===== config.mk =====
export PLATFORM = sky130hd
export DESIGN_NAME = imem_loader
export DESIGN_NICKNAME = d
export VERILOG_FILES = /design/src/rtl/imem_loader_pkg.sv /design/src/rtl/loader_word_pack.sv /design/src/rtl/imem_loader.sv
export SDC_FILE = /design/constraint.sdc
export NUM_CORES = 1
export LEC_CHECK = 0
export ABC_CLOCK_PERIOD_IN_PS = 4000
export BUFFER_PORTS_ARGS = -buffer_cell sky130_fd_sc_hd__buf_2
export CAP_MARGIN = 20
export CORE_ASPECT_RATIO = 0.75
export CORE_MARGIN = 3
export CORE_UTILIZATION = 30
export CTS_CLUSTER_DIAMETER = 60
export DETAILED_ROUTE_END_ITERATION = 6
export SLEW_MARGIN = 0
export SYNTH_ARGS = -nofsm -noshare
export SYNTH_HDL_FRONTEND = slang
export SYNTH_HIERARCHICAL = 1
export SYNTH_SLANG_ARGS = --single-unit
export TNS_END_PERCENT = 50

===== constraint.sdc =====
create_clock -name clock -period 4 [get_ports clock]
set_input_delay 0.2 -clock clock [delete_from_list [all_inputs] [get_ports clock]]
set_output_delay 0.2 -clock clock [all_outputs]
set_load 0.05 [all_outputs]

===== src/rtl/imem_loader_pkg.sv =====
// imem_loader_pkg: state encoding and shared constants for the instruction memory loader
package imem_loader_pkg;
  typedef logic [2:0] state_t;
  localparam state_t S_IDLE  = 3'd0;
  localparam state_t S_COUNT = 3'd1;
  localparam state_t S_HI    = 3'd2;
  localparam state_t S_LO    = 3'd3;
  localparam state_t S_CSUM  = 3'd4;
  localparam state_t S_DONE  = 3'd5;
  localparam state_t S_ERR   = 3'd6;
  localparam logic [7:0] DEF_HEADER = 8'hA5;
  localparam int DEF_ADDRESS_WIDTH = 8;
  localparam int MAX_WORDS = 2 ** DEF_ADDRESS_WIDTH;
endpackage


===== src/rtl/loader_word_pack.sv =====
// loader_word_pack: assembles hi/lo bytes into an instruction word and registers the RAM write
module loader_word_pack
  import imem_loader_pkg::*;
#(
  parameter int DATA_WIDTH = 15,
  parameter int ADDRESS_WIDTH = DEF_ADDRESS_WIDTH
) (
  input  logic                     clock,
  input  logic                     reset,
  input  logic [7:0]               in_data,
  input  logic                     hi_take,
  input  logic                     lo_take,
  input  logic [ADDRESS_WIDTH-1:0] addr,
  output logic                     hi_bad,
  output logic                     imem_we,
  output logic [ADDRESS_WIDTH-1:0] imem_addr,
  output logic [DATA_WIDTH-1:0]    imem_data
);
  localparam int HW = DATA_WIDTH - 8;
  logic [HW-1:0] hi;
  // any bit above the word's upper field makes the image invalid
  assign hi_bad = (in_data >> HW) != 8'd0;
  always_ff @(posedge clock)
    if (reset) begin
      hi <= '0;
      imem_we <= 1'b0;
      imem_addr <= '0;
      imem_data <= '0;
    end else begin
      imem_we <= lo_take;
      if (hi_take) hi <= in_data[HW-1:0];
      if (lo_take) begin
        imem_addr <= addr;
        imem_data <= {hi, in_data};
      end
    end
endmodule


===== src/rtl/imem_loader.sv =====
// imem_loader: byte-stream loader for the instruction RAM, holding the CPU in reset until an image lands.
// Define LOADER_CHECKSUM_EN to require a trailing XOR checksum byte on every frame.
module imem_loader
  import imem_loader_pkg::*;
#(
  parameter int DATA_WIDTH = 15,
  parameter int ADDRESS_WIDTH = DEF_ADDRESS_WIDTH,
  parameter logic [7:0] HEADER = DEF_HEADER
) (
  input  logic                     clock,
  input  logic                     reset,
  input  logic                     in_valid,
  input  logic [7:0]               in_data,
  output logic                     imem_we,
  output logic [ADDRESS_WIDTH-1:0] imem_addr,
  output logic [DATA_WIDTH-1:0]    imem_data,
  output logic                     cpu_hold,
  output logic                     done,
  output logic                     error,
  output logic [ADDRESS_WIDTH:0]   load_count
);
  localparam logic [ADDRESS_WIDTH:0] FULL = {1'b1, {ADDRESS_WIDTH{1'b0}}};
  localparam logic [ADDRESS_WIDTH:0] ONE = {{ADDRESS_WIDTH{1'b0}}, 1'b1};
  state_t state, next;
  logic [ADDRESS_WIDTH:0] n;
  logic hi_bad, hi_take, lo_take, last;
  assign hi_take = in_valid && state == S_HI && !hi_bad;
  assign lo_take = in_valid && state == S_LO;
  assign last = load_count + ONE == n;
  assign done = state == S_DONE;
  assign error = state == S_ERR;
  assign cpu_hold = state != S_DONE;
`ifdef LOADER_CHECKSUM_EN
  localparam state_t S_FIN = S_CSUM;
  logic [7:0] csum;
  always_ff @(posedge clock)
    if (reset) csum <= '0;
    else if (in_valid)
      csum <= state == S_COUNT ? in_data : (state == S_HI || state == S_LO) ? csum ^ in_data : csum;
`else
  localparam state_t S_FIN = S_DONE;
`endif
  always_comb begin
    next = state;
    if (in_valid)
      case (state)
        S_IDLE, S_DONE, S_ERR: next = in_data == HEADER ? S_COUNT : state;
        S_COUNT: next = S_HI;
        S_HI: next = hi_bad ? S_ERR : S_LO;
        S_LO: next = last ? S_FIN : S_HI;
`ifdef LOADER_CHECKSUM_EN
        S_CSUM: next = in_data == csum ? S_DONE : S_ERR;
`endif
        default: next = S_IDLE;
      endcase
  end
  // entering COUNT always comes from a header, so it doubles as the load-start strobe
  always_ff @(posedge clock)
    if (reset) begin
      state <= S_IDLE;
      n <= '0;
      load_count <= '0;
    end else begin
      state <= next;
      if (in_valid && state == S_COUNT) n <= in_data == 8'd0 ? FULL : (ADDRESS_WIDTH + 1)'(in_data);
      if (next == S_COUNT) load_count <= '0;
      else if (lo_take) load_count <= load_count + ONE;
    end
  loader_word_pack #(
    .DATA_WIDTH(DATA_WIDTH),
    .ADDRESS_WIDTH(ADDRESS_WIDTH)
  ) u_pack (
    .clock(clock),
    .reset(reset),
    .in_data(in_data),
    .hi_take(hi_take),
    .lo_take(lo_take),
    .addr(load_count[ADDRESS_WIDTH-1:0]),
    .hi_bad(hi_bad),
    .imem_we(imem_we),
    .imem_addr(imem_addr),
    .imem_data(imem_data)
  );
endmodule


Word-level counts from Yosys, hierarchy flattened
Index checks and enable logic that the tools add are counted.
Word-level totals
  output and inout port bits: 36
  input port bits: 11
  bits in registers: 52
Operators by class
  equality and inequality tests: 9
  reduce and logical (&&, ||, !) cells: 9
  $add $sub $neg: 1
  multiplexer cells: 6
Operator list (count)
  $mux 3: 4
  $pmux 3 s4: 1
  $add 9x1->9 const B: 1
  $eq 9x9->1: 1
  $mux 9: 1
  $eq 8x8->1 const B: 1
  $logic_not 8->1: 1
  $eq 3x1->1 const B: 2
  $eq 3x2->1 const B: 2
  $eq 3x3->1 const B: 2
  $logic_and 1x1->1: 4
  $logic_not 3->1: 1
  $ne 3x3->1 const B: 1
  $reduce_or 3->1: 1
  $reduce_or 2->1: 1
  $logic_not 1->1: 1

Longest topological paths before layout
Gate-level depths: netlist of run 1.
  word-level depth: 7
  gate-level depth with buffers: 9

Modules after synthesis
The synthesis of run 1 kept the hierarchy.
By module, submodules not included
  imem_loader: cells an instance 160, area an instance 1305.0 um^2, instances 1, sequential area each 420.4 um^2
  loader_word_pack: cells an instance 100, area an instance 1114.8 um^2, instances 1, sequential area each 620.6 um^2

Worst setup path before layout of run 1
Ideal clock, no wire load.
  path type: reg-to-reg
  start: reg load_count[3]
  end: reg load_count[1]
  stages on the path, launching flop included: 10
  arrival time: 2.090 ns
  setup slack: 1.843 ns
  cell sequence: dfxtp_1 > buf_4 > and4_1 > buf_2 > nand4_1 > xnor2_1 > a31oi_2 > a21o_1 > buf_6 > a21oi_2
On the way
  longest elaborated chain between the ends: 7
RTL lines
  start: declaration: RTL line imem_loader.sv:20  | output logic [ADDRESS_WIDTH:0] load_count
  start signal: assignment: RTL line imem_loader.sv:67  | else if (lo_take) load_count <= load_count + ONE;
  $add 9x1->9: RTL line imem_loader.sv:29  | assign last = load_count + ONE == n;
  $eq 9x9->1: RTL line imem_loader.sv:29
  $mux 3: RTL line imem_loader.sv:50  | S_LO: next = last ? S_FIN : S_HI;
  $pmux 3 s4: RTL line imem_loader.sv:46  | case (state)
  $mux 3: RTL line imem_loader.sv:45  | if (in_valid)
  $eq 3x1->1: RTL line imem_loader.sv:66  | if (next == S_COUNT) load_count <= '0;
  $reduce_or 2->1 (no source line)
No other way between the ends.
A chain may end at the register's enable or synchronous reset.

Worst setup path in the final report of run 1
  start: reg state[0]
  end: reg load_count[7]
RTL lines
  start: declaration: RTL line imem_loader.sv:24  | state_t state, next;
  start signal: assignment: RTL line imem_loader.sv:64  | state <= next;
  $eq 3x2->1: RTL line imem_loader.sv:28  | assign lo_take = in_valid && state == S_LO;
  $logic_and 1x1->1: RTL line imem_loader.sv:28
  via lo_take: RTL line imem_loader.sv:26  | logic hi_bad, hi_take, lo_take, last;
The timed path passes the listed nets, and every way through them passes these cells.

==> qor.csv, run 1 <==
metric;value;unit
outcome;completed;
Initial Util;0.320;
clock tree buffer depth;2;
fin util;0.361;
unrepaired setup endpoints after global routing;no;
number of I/O pins;47;
global-route wire length before repair;9360;µm
cell area after synthesis;2420;µm²
Met2 Wirelength;2440;µm
Final Hold Violating Endpoints;0;
Max Fclk;427;MHz
synth unique cells;49;
fin area;2730;µm²
data arrival time of the worst path;2530;ps
detailed placer's ending HPWL;3980;µm
vias;1852;
RePlAce Congestion;0.808;
Final setup viols;0;
Ant. Diodes;0;
GRT overflow;0;
ys flop type;dfxtp_1;
gr usage total;0.126;
number of routed nets with antenna violations;0;
Compound-Gate Fraction of Synth Area;0.0848;
M1 wire length;2780;µm
max-slew violation count;0;
Setup crit start kind;flop;
period utilisation layout;0.586;
initial antenna violation count;0;
min cycle time layout;2340;ps
vias in the first global route;1847;
post-synth net total;272;
Required @ worst endpoint;4190;ps
pwr dens;310;nW/µm²
Setup CP Type;reg2reg;
Layout Nets;307;
chip height;83.8;µm
worst slew pin tran;807;ps
Crit. End Element;flop;
post-synthesis cell count;260;
Logic pwr share;0.033;
clock share of power;0.353;
CP Max Fanout;27;
port bufs;46;
post-synthesis adder-cell area fraction;0.00517;
commonest cells after routing, fill and taps aside;dfxtp_1 (52), buf_2 (46), nor2_1 (40);
clk slew on worst S/H paths;100;ps
Min-Delay Path Class;in2reg;
leading cell type in the layout, fill and taps excluded;dfxtp_1;
sw frac;0.231;
Fin Clk Skew;8.32;ps
layout overhead on the synthesized area;12.8;%
CTS Hold Bufs;0;
highest routed layer;met4;
total negative slack;0;ps
VDD IR max;0.198;mV
fraction of registers with async set/reset;0;
CTS buffer count;5;
Slowest cell on crit path;inv_2;
Die X;110;µm
largest net degree at the start of global routing;48;
average cell area after synthesis;9.31;µm²
mux cell area share after synthesis;0.124;
crit path cell chain;nor2b_1 -> nand3_1 -> inv_2 -> and3_1 -> nand3_1 -> xor2_1 -> nor2_2;
Post-Route WL;5460;µm
Synth Area in XOR/XNOR;0.0791;
per-cell routed wire length;13.8;µm
dpl cell area;2640;µm²
main combinational cell family by area after synthesis;simple AND/OR/NAND/NOR gates;
Die ar.;9190;µm²
met3 WL;222;µm
relative slew slack;0.462;
core area;7570;µm²
drt drc;0;
switching power;196;µW
CTS tree;done;
Post-CTS Setup Bufs;0;
Detailed Route Iter0 Violations;109;
ratio of cells with drive above 1 in the final layout;0.236;
router iterations before antenna repair;4;
flops & latches, synth;52;
EDFF count, synth;0;
Worst path max stage delay;580;ps
P_int;650;µW
Seq/Total Area, Yosys;0.430;
dpl cells;389;
row count;27;
routed vias/inst;4.66;
max cap viols;0;
Clock Latency Late Sink;310;ps
H-tree depth;2;
CTS resizes;0;
clock root cell;clkbuf_8;
cell seen most often among critical-path stages;nand3_1;
total leakage power;0.00105;µW
Post-Synth Simple-Gate Area;0.207;
Reg power frac;0.614;
Ys Warns;6;
Layout Cells excl Fill;397;
Sink Count;52;
## final cells by class
cell class	instances	area [µm²]
clock buffers	6	72.6
clock inverters	2	16.3
fillers	824	4840
inverters	5	18.8
multi-input cells	184	1220
flip-flops and latches	52	1040
well taps	101	126
repair buffers	47	238
## cells in the mapped netlist (all sizes together) (3+ instances only)
cell	number	area (µm²)
nor2b	4	25.0
a21oi	12	63.8
nand2	26	97.6
nand4	3	18.8
mux2i	30	300
clkbuf	5	18.8
nor2	48	205
inv	5	18.8
xnor2	9	78.8
dfxtp	52	1040
nor3	4	20.0
xor2	12	113
nand3	6	30.0
buf	14	130
## metrics by stage
step	hold WS [ps]	power [µW]	setup WS [ps]
after floorplan	272	548	1840
after global placement	462	559	1690
after detailed placement	465	560	1670
after CTS	163	861	1650
after global routing	173	886	1410
final	170	846	1660
## layer usage
metal	vias up	track usage
li1	943	-
met1	867	0.177
met2	39	0.193
met3	3	0.0325
met4	0	0.0283
met5	-	0
## critical path: cells and delay by family (launching register included)
family	cells	cell delay, ps
xor gates and xnor gates	1	190
and+or+nand+nor	5	930
DFF	1	520
buffers and inverters	1	580
## power by group through the flow
stage	clock [µW]	combinational, µW	sequential [µW]
2_1_floorplan	0	17.9	530
3_3_place_gp	0	27.8	531
3_5_place_dp	0	28.4	531
4_1_cts	314	28.4	519
5_1_grt	336	30.9	520
6_report	299	27.9	519
## worst paths after layout
kind | startpoint | end | slack [ps] | cells after the start
setup / recovery | state[0] | load_count[7] | 1660 | 7
hold / removal | in_data[1] | n[1] | 170 | 3
setup reg to reg | state[0] | load_count[7] | 1660 | 7
hold reg to reg | n[0] | n[0] | 480 | 2
## registers in the layout, summed over array words and instances, names as in the netlist
signal	cells
u_pack/imem_addr	8
u_pack/hi	7
state	3
u_pack/imem_data	15
load_count	9
u_pack/imem_we	1
n	9
## logic make-up after synthesis
group	after synthesis
adder cells (fa/ha/maj)	1
AND/OR/NAND/NOR	104
AO/OA/AOI/OAI	28
buffers and inverters	24
flip-flops	52
XOR/XNOR	21
multiplexers	30
Note: power is estimated with default switching activity, not from simulation.
==> inputs of run 2 (changes only) <==
ABC_CLOCK_PERIOD_IN_PS = 2200   (was 4000)
clock period = 2.2 ns   (was 4 ns; I/O delays follow)
==> qor.csv, run 2 (synthesis results as in run 1) <==
metric;value;unit
outcome;completed;
Initial Util;0.320;
Post-Route WL;5470;µm
routed vias/inst;4.63;
GRT overflow;0;
clock root cell;clkbuf_8;
port bufs;46;
number of I/O pins;47;
leading cell type in the layout, fill and taps excluded;dfxtp_1;
Clock Latency Late Sink;300;ps
core area;7570;µm²
CTS tree;done;
Filler cells;803;
chip height;83.8;µm
RePlAce Congestion;0.746;
largest net degree at the start of global routing;47;
Setup CP Type;reg2reg;
gr usage total;0.125;
relative slew slack;0.655;
Setup crit start;state[1];
Final Hold Violating Endpoints;0;
detailed placer's ending HPWL;4010;µm
min cycle time layout;2070;ps
total leakage power;0.00114;µW
initial antenna violation count;0;
worst slew pin tran;515;ps
number of routed nets with antenna violations;0;
Post-CTS Setup Bufs;0;
Top reg by flops;u_pack/imem_data;
commonest cells after routing, fill and taps aside;dfxtp_1 (52), buf_2 (46), nor2_1 (40);
drt drc;0;
layout overhead on the synthesized area;17.8;%
Required @ worst endpoint;2390;ps
Sink Count;52;
global-route wire length before repair;9290;µm
Layout Cells excl Fill;410;
per-cell routed wire length;13.3;µm
CP Max Fanout;11;
Max Fclk;484;MHz
max-slew violation count;0;
Ant. Diodes;0;
pwr dens;583;nW/µm²
Crit. End Element;flop;
router iterations before antenna repair;4;
largest registers;u_pack/imem_data: 15 flops, load_count: 9 flops, n: 9 flops;
Largest register FFs;15;
clock tree buffer depth;2;
max cap viols;0;
unrepaired setup endpoints after global routing;no;
Die ar.;9190;µm²
Layout Nets;320;
CTS resizes;0;
vias;1899;
Fin Clk Skew;3.88;ps
dpl cells;402;
CTS Hold Bufs;0;
VDD IR max;0.369;mV
row count;27;
Setup crit start kind;flop;
vias in the first global route;1835;
WHS;77.8;ps
clk slew on worst S/H paths;100;ps
Die X;110;µm
reg-to-reg slack, setup;130;ps
ratio of cells with drive above 1 in the final layout;0.269;
data arrival time of the worst path;2250;ps
CTS buffer count;5;
min-delay src;in_data[4];
critical register-to-register path startpoint;state[1];
Min-Delay Path Class;in2reg;
Detailed Route Iter0 Violations;120;
H-tree depth;2;
total negative slack;0;ps
period utilisation layout;0.939;
Final setup viols;0;
## run 2: final timing paths
check                           depth (start not counted)       endpoint
worst max-delay path                                    7  load_count[8]
worst min-delay path                                    3           n[4]
worst max register to register                          7  load_count[8]
worst min register to register                          2           n[1]
## run 2: critical path, stage by stage, from the launching register on
cell and delay (ps):
dfxtp_1 590, and2b_4 260, nor4_1 220, buf_4 170, a211oi_4 50, nor2b_1 140
a21o_1 450, nor2_2 70
## run 2: final cells by class
cell class | instances | area [µm²] | area share
Clock buffer | 6 | 72.6 | 0.0255
Multi-Input combinational cell | 184 | 1220 | 0.427
Inverter | 5 | 18.8 | 0.00658
Tap cell | 101 | 126 | 0.0443
Sequential cell | 52 | 1040 | 0.365
Clock inverter | 2 | 38.8 | 0.0136
Timing Repair Buffer | 60 | 335 | 0.118
## run 2: report_power, final
part / switching [µW] / internal, µW / leakage [µW]
sequential: 2.47 / 941 / 0.000419
clock: 322 / 344 / 0.0000558
combinational: 36.1 / 16.5 / 0.000662
## run 2: layer usage
layer | part of all wire | track usage
met1 | 0.53 | 0.190
met2 | 0.43 | 0.182
met3 | 0.033 | 0.0263
met4 | 0.0027 | 0.0249
met5 | 0 | 0
## run 2: per-stage QoR
| step | worst slack (ps) | util | total power, µW | cell area (µm²) |
|---|---|---|---|---|
| after detailed placement | 157 | 0.362 | 1020 | 2740 |
| after floorplan | 43.2 | - | 996 | 2420 |
| final | 135 | 0.377 | 1660 | 2850 |
| after CTS | 138 | 0.377 | 1680 | 2850 |
| after global placement | 208 | 0.362 | 1020 | 2740 |
| after global routing | 20.3 | 0.377 | 1730 | 2850 |
